==> src/rtl/mips_pkg.sv <==
// Shared fetch-sequencer types: state encodings,
// instruction width and the HALT opcode.
package mips_pkg;

  localparam int INSTR_W = 32;

  localparam logic [5:0] HALT_OPCODE = 6'b111111;

  typedef enum logic [1:0] {
    IDLE   = 2'd0,
    RUN    = 2'd1,
    STEP   = 2'd2,
    HALTED = 2'd3
  } state_t;

endpackage

==> src/rtl/fetch_sequencer_if.sv <==
// Fetch control bundle between debug/hazard/ID logic
// and the fetch sequencer (slave = sequencer side).
interface fetch_sequencer_if;

  logic        i_start;
  logic        i_step_mode;
  logic        i_step;
  logic        i_stall;
  logic        i_branch_taken;
  logic [31:0] i_branch_target;
  logic        i_jump;
  logic [31:0] i_jump_target;
  logic [31:0] i_instruction;
  logic [31:0] o_pc;
  logic        o_if_id_we;
  logic        o_if_id_flush;
  logic        o_halted;
  logic        o_fault;
  logic [1:0]  o_state;

  modport slave (
    input  i_start,
    input  i_step_mode,
    input  i_step,
    input  i_stall,
    input  i_branch_taken,
    input  i_branch_target,
    input  i_jump,
    input  i_jump_target,
    input  i_instruction,
    output o_pc,
    output o_if_id_we,
    output o_if_id_flush,
    output o_halted,
    output o_fault,
    output o_state
  );

  modport master (
    output i_start,
    output i_step_mode,
    output i_step,
    output i_stall,
    output i_branch_taken,
    output i_branch_target,
    output i_jump,
    output i_jump_target,
    output i_instruction,
    input  o_pc,
    input  o_if_id_we,
    input  o_if_id_flush,
    input  o_halted,
    input  o_fault,
    input  o_state
  );

endinterface

==> src/rtl/fetch_sequencer.sv <==
// Fetch-stage PC owner: advance/hold/redirect/stop control.
// FETCH_HALT_DETECT_EN enables in-band HALT opcode detection.
module fetch_sequencer #(
  parameter logic [31:0] RESET_PC   = 32'h0000_0000,
  parameter int          IMEM_WORDS = 256
) (
  input logic               i_clk,
  input logic               i_reset,
  fetch_sequencer_if.slave  bus
);

  import mips_pkg::*;

  localparam logic [32:0] PC_LIMIT = 33'(4 * IMEM_WORDS);

  state_t      state_q;
  state_t      state_d;
  logic [31:0] pc_q;
  logic [31:0] pc_d;
  logic        fault_q;
  logic        fault_d;
  logic        advance;
  logic        is_halt;
  logic        we;
  logic        flush;
  logic [31:0] nxt;
  logic        unused_instr;

  assign unused_instr = ^bus.i_instruction;

  // State, PC and sticky fault registers
  always_ff @(posedge i_clk or negedge i_reset) begin
    if (!i_reset) begin
      state_q <= IDLE;
      pc_q    <= RESET_PC;
      fault_q <= 1'b0;
    end else begin
      state_q <= state_d;
      pc_q    <= pc_d;
      fault_q <= fault_d;
    end
  end

  // Next state, next PC and IF/ID controls
  always_comb begin
    state_d = state_q;
    pc_d    = pc_q;
    fault_d = fault_q;
    advance = 1'b0;
    is_halt = 1'b0;
    we      = 1'b0;
    flush   = 1'b0;
    nxt     = pc_q + 32'd4;
`ifdef FETCH_HALT_DETECT_EN
    is_halt = bus.i_instruction[INSTR_W-1 -: 6]
              == HALT_OPCODE;
`else
    is_halt = 1'b0;
`endif
    unique case (state_q)
      IDLE: begin
        if (bus.i_start)
          state_d = bus.i_step_mode ? STEP : RUN;
      end
      RUN, STEP: begin
        state_d = bus.i_step_mode ? STEP : RUN;
        advance = (state_q == RUN) || bus.i_step;
      end
      default: ;
    endcase
    if (advance && !bus.i_stall) begin
      we = 1'b1;
      if (is_halt) begin
        state_d = HALTED;
      end else begin
        if (bus.i_jump) begin
          nxt   = {bus.i_jump_target[31:2], 2'b00};
          flush = 1'b1;
        end else if (bus.i_branch_taken) begin
          nxt   = {bus.i_branch_target[31:2], 2'b00};
          flush = 1'b1;
        end
        if ({1'b0, nxt} >= PC_LIMIT) begin
          fault_d = 1'b1;
          state_d = HALTED;
        end else begin
          pc_d = nxt;
        end
      end
    end
  end

  assign bus.o_pc          = pc_q;
  assign bus.o_if_id_we    = we;
  assign bus.o_if_id_flush = flush;
  assign bus.o_halted      = (state_q == HALTED);
  assign bus.o_fault       = fault_q;
  assign bus.o_state       = state_q;

endmodule
==> src/flat_wrapper.sv <==
// flat-port wrapper written by rule: the top's interface ports become plain ports
module fetch_sequencer_flat import mips_pkg::*;
#(
  parameter logic [31:0] RESET_PC   = 32'h0000_0000,
  parameter int          IMEM_WORDS = 256
)
  (i_clk, i_reset, bus_i_start, bus_i_step_mode, bus_i_step, bus_i_stall, bus_i_branch_taken, bus_i_branch_target, bus_i_jump, bus_i_jump_target, bus_i_instruction, bus_o_pc, bus_o_if_id_we, bus_o_if_id_flush, bus_o_halted, bus_o_fault, bus_o_state);
  fetch_sequencer_if bus_i ();
  input logic i_clk;
  input logic i_reset;
  input wire logic [$bits(bus_i.i_start)-1:0] bus_i_start;
  input wire logic [$bits(bus_i.i_step_mode)-1:0] bus_i_step_mode;
  input wire logic [$bits(bus_i.i_step)-1:0] bus_i_step;
  input wire logic [$bits(bus_i.i_stall)-1:0] bus_i_stall;
  input wire logic [$bits(bus_i.i_branch_taken)-1:0] bus_i_branch_taken;
  input wire logic [$bits(bus_i.i_branch_target)-1:0] bus_i_branch_target;
  input wire logic [$bits(bus_i.i_jump)-1:0] bus_i_jump;
  input wire logic [$bits(bus_i.i_jump_target)-1:0] bus_i_jump_target;
  input wire logic [$bits(bus_i.i_instruction)-1:0] bus_i_instruction;
  output wire logic [$bits(bus_i.o_pc)-1:0] bus_o_pc;
  output wire logic [$bits(bus_i.o_if_id_we)-1:0] bus_o_if_id_we;
  output wire logic [$bits(bus_i.o_if_id_flush)-1:0] bus_o_if_id_flush;
  output wire logic [$bits(bus_i.o_halted)-1:0] bus_o_halted;
  output wire logic [$bits(bus_i.o_fault)-1:0] bus_o_fault;
  output wire logic [$bits(bus_i.o_state)-1:0] bus_o_state;
  assign bus_i.i_start = bus_i_start;
  assign bus_i.i_step_mode = bus_i_step_mode;
  assign bus_i.i_step = bus_i_step;
  assign bus_i.i_stall = bus_i_stall;
  assign bus_i.i_branch_taken = bus_i_branch_taken;
  assign bus_i.i_branch_target = bus_i_branch_target;
  assign bus_i.i_jump = bus_i_jump;
  assign bus_i.i_jump_target = bus_i_jump_target;
  assign bus_i.i_instruction = bus_i_instruction;
  assign bus_o_pc = bus_i.o_pc;
  assign bus_o_if_id_we = bus_i.o_if_id_we;
  assign bus_o_if_id_flush = bus_i.o_if_id_flush;
  assign bus_o_halted = bus_i.o_halted;
  assign bus_o_fault = bus_i.o_fault;
  assign bus_o_state = bus_i.o_state;
  fetch_sequencer #(.RESET_PC(RESET_PC), .IMEM_WORDS(IMEM_WORDS)) u_core (.i_clk(i_clk), .i_reset(i_reset), .bus(bus_i));
endmodule
==> config.mk <==
export PLATFORM = sky130hd
export DESIGN_NAME = fetch_sequencer_flat
export DESIGN_NICKNAME = d
export VERILOG_FILES = /design/src/rtl/mips_pkg.sv /design/src/rtl/fetch_sequencer_if.sv /design/src/rtl/fetch_sequencer.sv /design/src/flat_wrapper.sv
export SDC_FILE = /design/constraint.sdc
export NUM_CORES = 1
export LEC_CHECK = 0
export CAP_MARGIN = 20
export CORE_AREA = 10 10 91 93
export CTS_CLUSTER_DIAMETER = 100
export CTS_CLUSTER_SIZE = 24
export DETAILED_ROUTE_END_ITERATION = 8
export DIE_AREA = 0 0 101 103
export PLACE_DENSITY = 0.87
export SLEW_MARGIN = 20
export SYNTH_ARGS = -nofsm -noshare
export SYNTH_HDL_FRONTEND = slang
export SYNTH_SLANG_ARGS = --single-unit
==> constraint.sdc <==
create_clock -name i_clk -period 4 [get_ports i_clk]
set_input_delay 0.8 -clock i_clk [delete_from_list [all_inputs] [get_ports i_clk]]
set_output_delay 0.8 -clock i_clk [all_outputs]
set_load 0.03 [all_outputs]
-- Yosys cells after proc, flatten, opt, wreduce, memory -nomap -nowiden
Cells that the tools add are included.
- input bits: 104
- word-level logic and storage cells: 29
- register bits: 35
- output and inout port bits: 38
- reductions and logical operators: 7
- add/subtract/negate cells: 1
- equal/unequal tests: 3
- $lt $le $gt $ge: 1
- muxes and demuxes: 13
- bitwise logic cells: 1
- operators by type and width (operator ; number):
    $mux W32 ; 3
    $add A32 B3 Y32 const B ; 1
    $ge A32 B11 Y1 const B ; 1
    $mux W2 ; 4
    $mux W1 ; 5
    $eq A2 B2 Y1 const B ; 2
    $pmux W2 S2 ; 1
    $reduce_and A2 Y1 ; 2
    $eq A2 B1 Y1 const B ; 1
    $logic_not A2 Y1 ; 1
    $reduce_or A2 Y1 ; 1
    $logic_and A1 B1 Y1 ; 1
    $logic_not A1 Y1 ; 1
    $logic_or A1 B1 Y1 ; 1
    $not A1 Y1 ; 1

-- Longest topological paths before layout
- depth in word-level cells: 8
- depth in mapped cells: 12
- gate-level depth less buffers: 9

-- Worst setup path after synthesis
Ideal clock, no wire load.
- kind: reg-to-reg
- start point: register u_core.pc_q[4] (netlist: u_core.bus.o_pc[4])
- end point: register u_core.pc_q[3] (netlist: u_core.bus.o_pc[3])
- library setup time: 0.127 ns
- cell stages (with the launch flop): 11
- arrival time: 3.085 ns
- required time: 3.873 ns
- clock period less this slack: 3.213 ns
- setup slack: 0.787 ns
- buffers on the path: 2
- cell sequence: dfrtp_1 nand3_1 clkbuf_1 nor4_1 nand3_1 xnor2_1 a221o_1 a2111o_1 nor2_4 buf_6 mux2_1
- cells in the longest elaborated chain, start to end: 7
- RTL lines (item ; line ; source):
    start, declared ; fetch_sequencer.sv:18 ; logic [31:0] pc_q;
    start signal, assigned ; fetch_sequencer.sv:39 ; pc_q <= pc_d;
    $add A32 B3 Y32 ; fetch_sequencer.sv:53 ; nxt = pc_q + 32'd4;
    $mux W32 ; fetch_sequencer.sv:79 ; end else if (bus.i_branch_taken) begin
    $mux W32 ; fetch_sequencer.sv:76 ; if (bus.i_jump) begin
    $mux W32 ; fetch_sequencer.sv:71 ; if (advance && !bus.i_stall) begin
    $ge A32 B11 Y1 ; fetch_sequencer.sv:83 ; if ({1'b0, nxt} >= PC_LIMIT) begin
    $not A1 Y1 (no source line) ; n/a ;
    $reduce_and A2 Y1 (no source line) ; n/a ;
No other way between the ends. The select of a mux whose other input is x is not followed.
A chain may end at the register's enable or synchronous reset.

-- Worst setup path after layout
- start point: input port bus_i_jump
- end point: output port bus_o_if_id_flush
- cells in the longest elaborated chain, start to end: 2
- RTL lines (item ; line ; source):
    start, declared ; flat_wrapper.sv:17 ; input wire logic [$bits(bus_i.i_jump)-1:0] bus_i_jump;
    $mux W1 ; fetch_sequencer.sv:76 ;
    $mux W1 ; fetch_sequencer.sv:71 ;
    end, declared ; flat_wrapper.sv:22 ; output wire logic [$bits(bus_i.o_if_id_flush)-1:0] bus_o_if_id_flush;
No other way between the ends.

==> results.toml <==
[status]
status = "complete, no violations"

[yosys]
synth_edf_count = 0
syn-num-nets = 382
synth_area_per_cell_um2 = 8.82
syn_inst = 274
yosysMostFrequentCell = "dfrtp_1"
synthesis.area_mm2 = 0.00242
synthArstFlopShare = 1.00
synth_area_leaders = "dfrtp_1, nor2b_1, xnor2_1"
yosysTopAreaCell = "dfrtp_1"
ys_types = 57
ys.flop_type = "dfrtp_1"
synth_top_cell_area_share = 0.362
synth_seq_cells = 35
synth_commonest_cells = "dfrtp_1, nor2_1, nor2b_1"
yosysSeqAreaShare = 0.362
yosysWarningCount = 0

[job]
maxCapViolations = 0

[setup_path]
arrival_ns = 2.65
slowest_stage = "clkdlybuf4s50_1"
start_kind = "input pin"
cp_max_fo = 12
worst-setup-path-type = "input pin to output pin"
endpoint_kind = "output pin"
required_ns = 3.20
cpPeakStageDelay_ns = 0.72
worstPathCellList = "clkdlybuf4s50_1 > nor2_1 > nor2_1 > clkdlybuf4s50_1"

[cts]
worstSkewPairLatency_ns = 0.29
cts_tree = "done"
h-tree-depth = 2
clockBufferDepth = 2
ctsHoldBuffers = 0
cts_sinks = 35
cts_made_buffers = 5
cts_setup_buffers = 0
clkTransAtPathRegs_ns = 0.07
root_buffer = "clkbuf_8"
cts_resized = 0

[cells_and_area]
syn2layout_area_growth_pct = 51.0
multi_input_area_mm2 = 0.00145
final_util = 0.556
nFillCells = 602
regArea_um2 = 876
drive_gt1_frac = 0.0653
num_antenna_cells = 0
fin_nets = 491

[placed_design]
io_buffers = 105
gp_congestion = 0.885
post-place-ws_ns = 0.313
hpwl_um = 6710

[global_route]
antenna_found_initial = 0
overflow = 0
grt_pass1_wl_um = 13200
grt_pass1_vias = 2528
grt_usage = 0.158
grt_max_degree = 36

[floorplanning]
ios = 142
initial_core_util = 0.368
chipWidth_um = 101
die_y_um = 103
core_area_mm2 = 0.00657
dieArea_mm2 = 0.0104
rows = 30

[drt]
wirelength_um = 8470
drt_first_iter_violations = 225
route.vias.total = 2532
drc = 0
viasPerCell = 5.47
ant_nets = 0
wl_per_cell_um = 18.3
firstDrtPassIters = 4

[sta]
fmax_ghz = 0.290
setup_tns_ns = 0
min_period_ns = 3.45
finClkSkew_ns = 0.00892
worst_pin_slew_ns = 0.791
setup_violations = 0
rsz0062_at_grt = "no"
max_slew_margin = 0.472
period_share = 0.863
slew_violations = 0
final.setup.worst_slack_ns = 0.549
hold_viol_final = 0

[pwr]
vdd_ir_drop_max_mv = 0.155
p_leak_uw = 0.00151
power_density_mw_per_mm2 = 294

[min_path]
holdCritPathClass = "flip-flop to flip-flop"
==> report_power, final <==
| group | internal, uW | leakage, uW | switching (uW) | total [uW] |
|---|---|---|---|---|
| registers | 379 | 0.000460 | 35.6 | 414 |
| clock network | 135 | 0.0000470 | 127 | 262 |
| logic | 187 | 0.00100 | 208 | 395 |
==> registers in the layout, indices dropped and copies added, names as in the netlist <==
| signal | flops |
|---|---|
| u_core.bus.o_state | 2 |
| u_core.bus.o_pc | 32 |
| u_core.bus.o_fault | 1 |
==> metal layers <==
| metal | share of wire | global-route usage | routed length, um |
|---|---|---|---|
| met1 | 0.43 | 0.198 | 3650 |
| met2 | 0.45 | 0.255 | 3850 |
| met3 | 0.11 | 0.0570 | 897 |
| met4 | 0.0087 | 0.0322 | 74 |
| met5 | 0 | 0 | 0 |
==> worst paths after layout <==
| kind | from | to | slack (ns) | depth (start not counted) |
|---|---|---|---|---|
| setup / recovery | bus_i_jump | bus_o_if_id_flush | 0.55 | 4 |
| hold / removal | u_core.bus.o_fault$_DFFE_PN0P_ | u_core.bus.o_fault$_DFFE_PN0P_ | 0.49 | 1 |
| min in group asynchronous | i_reset | u_core.bus.o_pc[15]$_DFFE_PN0P_ | 0.60 | 1 |
| max in group asynchronous | i_reset | u_core.bus.o_pc[11]$_DFFE_PN0P_ | 2.91 | 1 |
| setup reg to reg | u_core.bus.o_pc[2]$_DFFE_PN0P_ | u_core.bus.o_state[1]$_DFF_PN0_ | 0.56 | 9 |
| hold reg to reg | u_core.bus.o_fault$_DFFE_PN0P_ | u_core.bus.o_fault$_DFFE_PN0P_ | 0.49 | 1 |
==> worst max-delay path, delay by kind of cell <==
| kind | cells | cell delay (ns) |
|---|---|---|
| AND/OR/NAND/NOR | 2 | 0.40 |
| buffers and inverters | 2 | 1.44 |
==> through the flow <==
step	power (uW)	area (um2)	cells	hold slack (ns)
floorplan	621	2420	274	0.504
global placement	801	3560	456	0.462
detailed placement	817	3560	456	0.467
CTS	1080	3650	463	0.486
global route	1130	3650	463	0.515
finish	1070	3650	463	0.486
==> layout by cell type, fill, tap and decap left out, drive strengths merged, types with 4 or more instances in the layout <==
cell type      count
nor3               8
nor2              23
o21ai             16
xnor2             14
mux2i              4
nand3             14
o21a               4
ha                 4
xor2               7
a21oi             14
nor4              14
or3                4
clkdlybuf4s50    104
dfrtp             35
buf                8
clkbuf             6
inv               11
nand4             10
mux2               5
nor2b             21
nand2             17
==> cell type report <==
class | instances | share of cell area
well taps | 80 | 0.0274
clock inverters | 1 | 0.00137
clock buffers | 6 | 0.0226
multi-input cells | 218 | 0.396
repair buffers | 112 | 0.301
flip-flops and latches | 35 | 0.240
inverters | 11 | 0.0113
==> kinds of logic after synthesis <==
| logic type | share of synthesized area |
|---|---|
| compound gates | 0.155 |
| xor+xnor | 0.0761 |
| fa+ha+maj | 0.0207 |
| buf+inv | 0.0393 |
| flops | 0.362 |
| mux | 0.0399 |
| simple gates | 0.306 |
No activity file was read; power rests on OpenSTA's default activity.
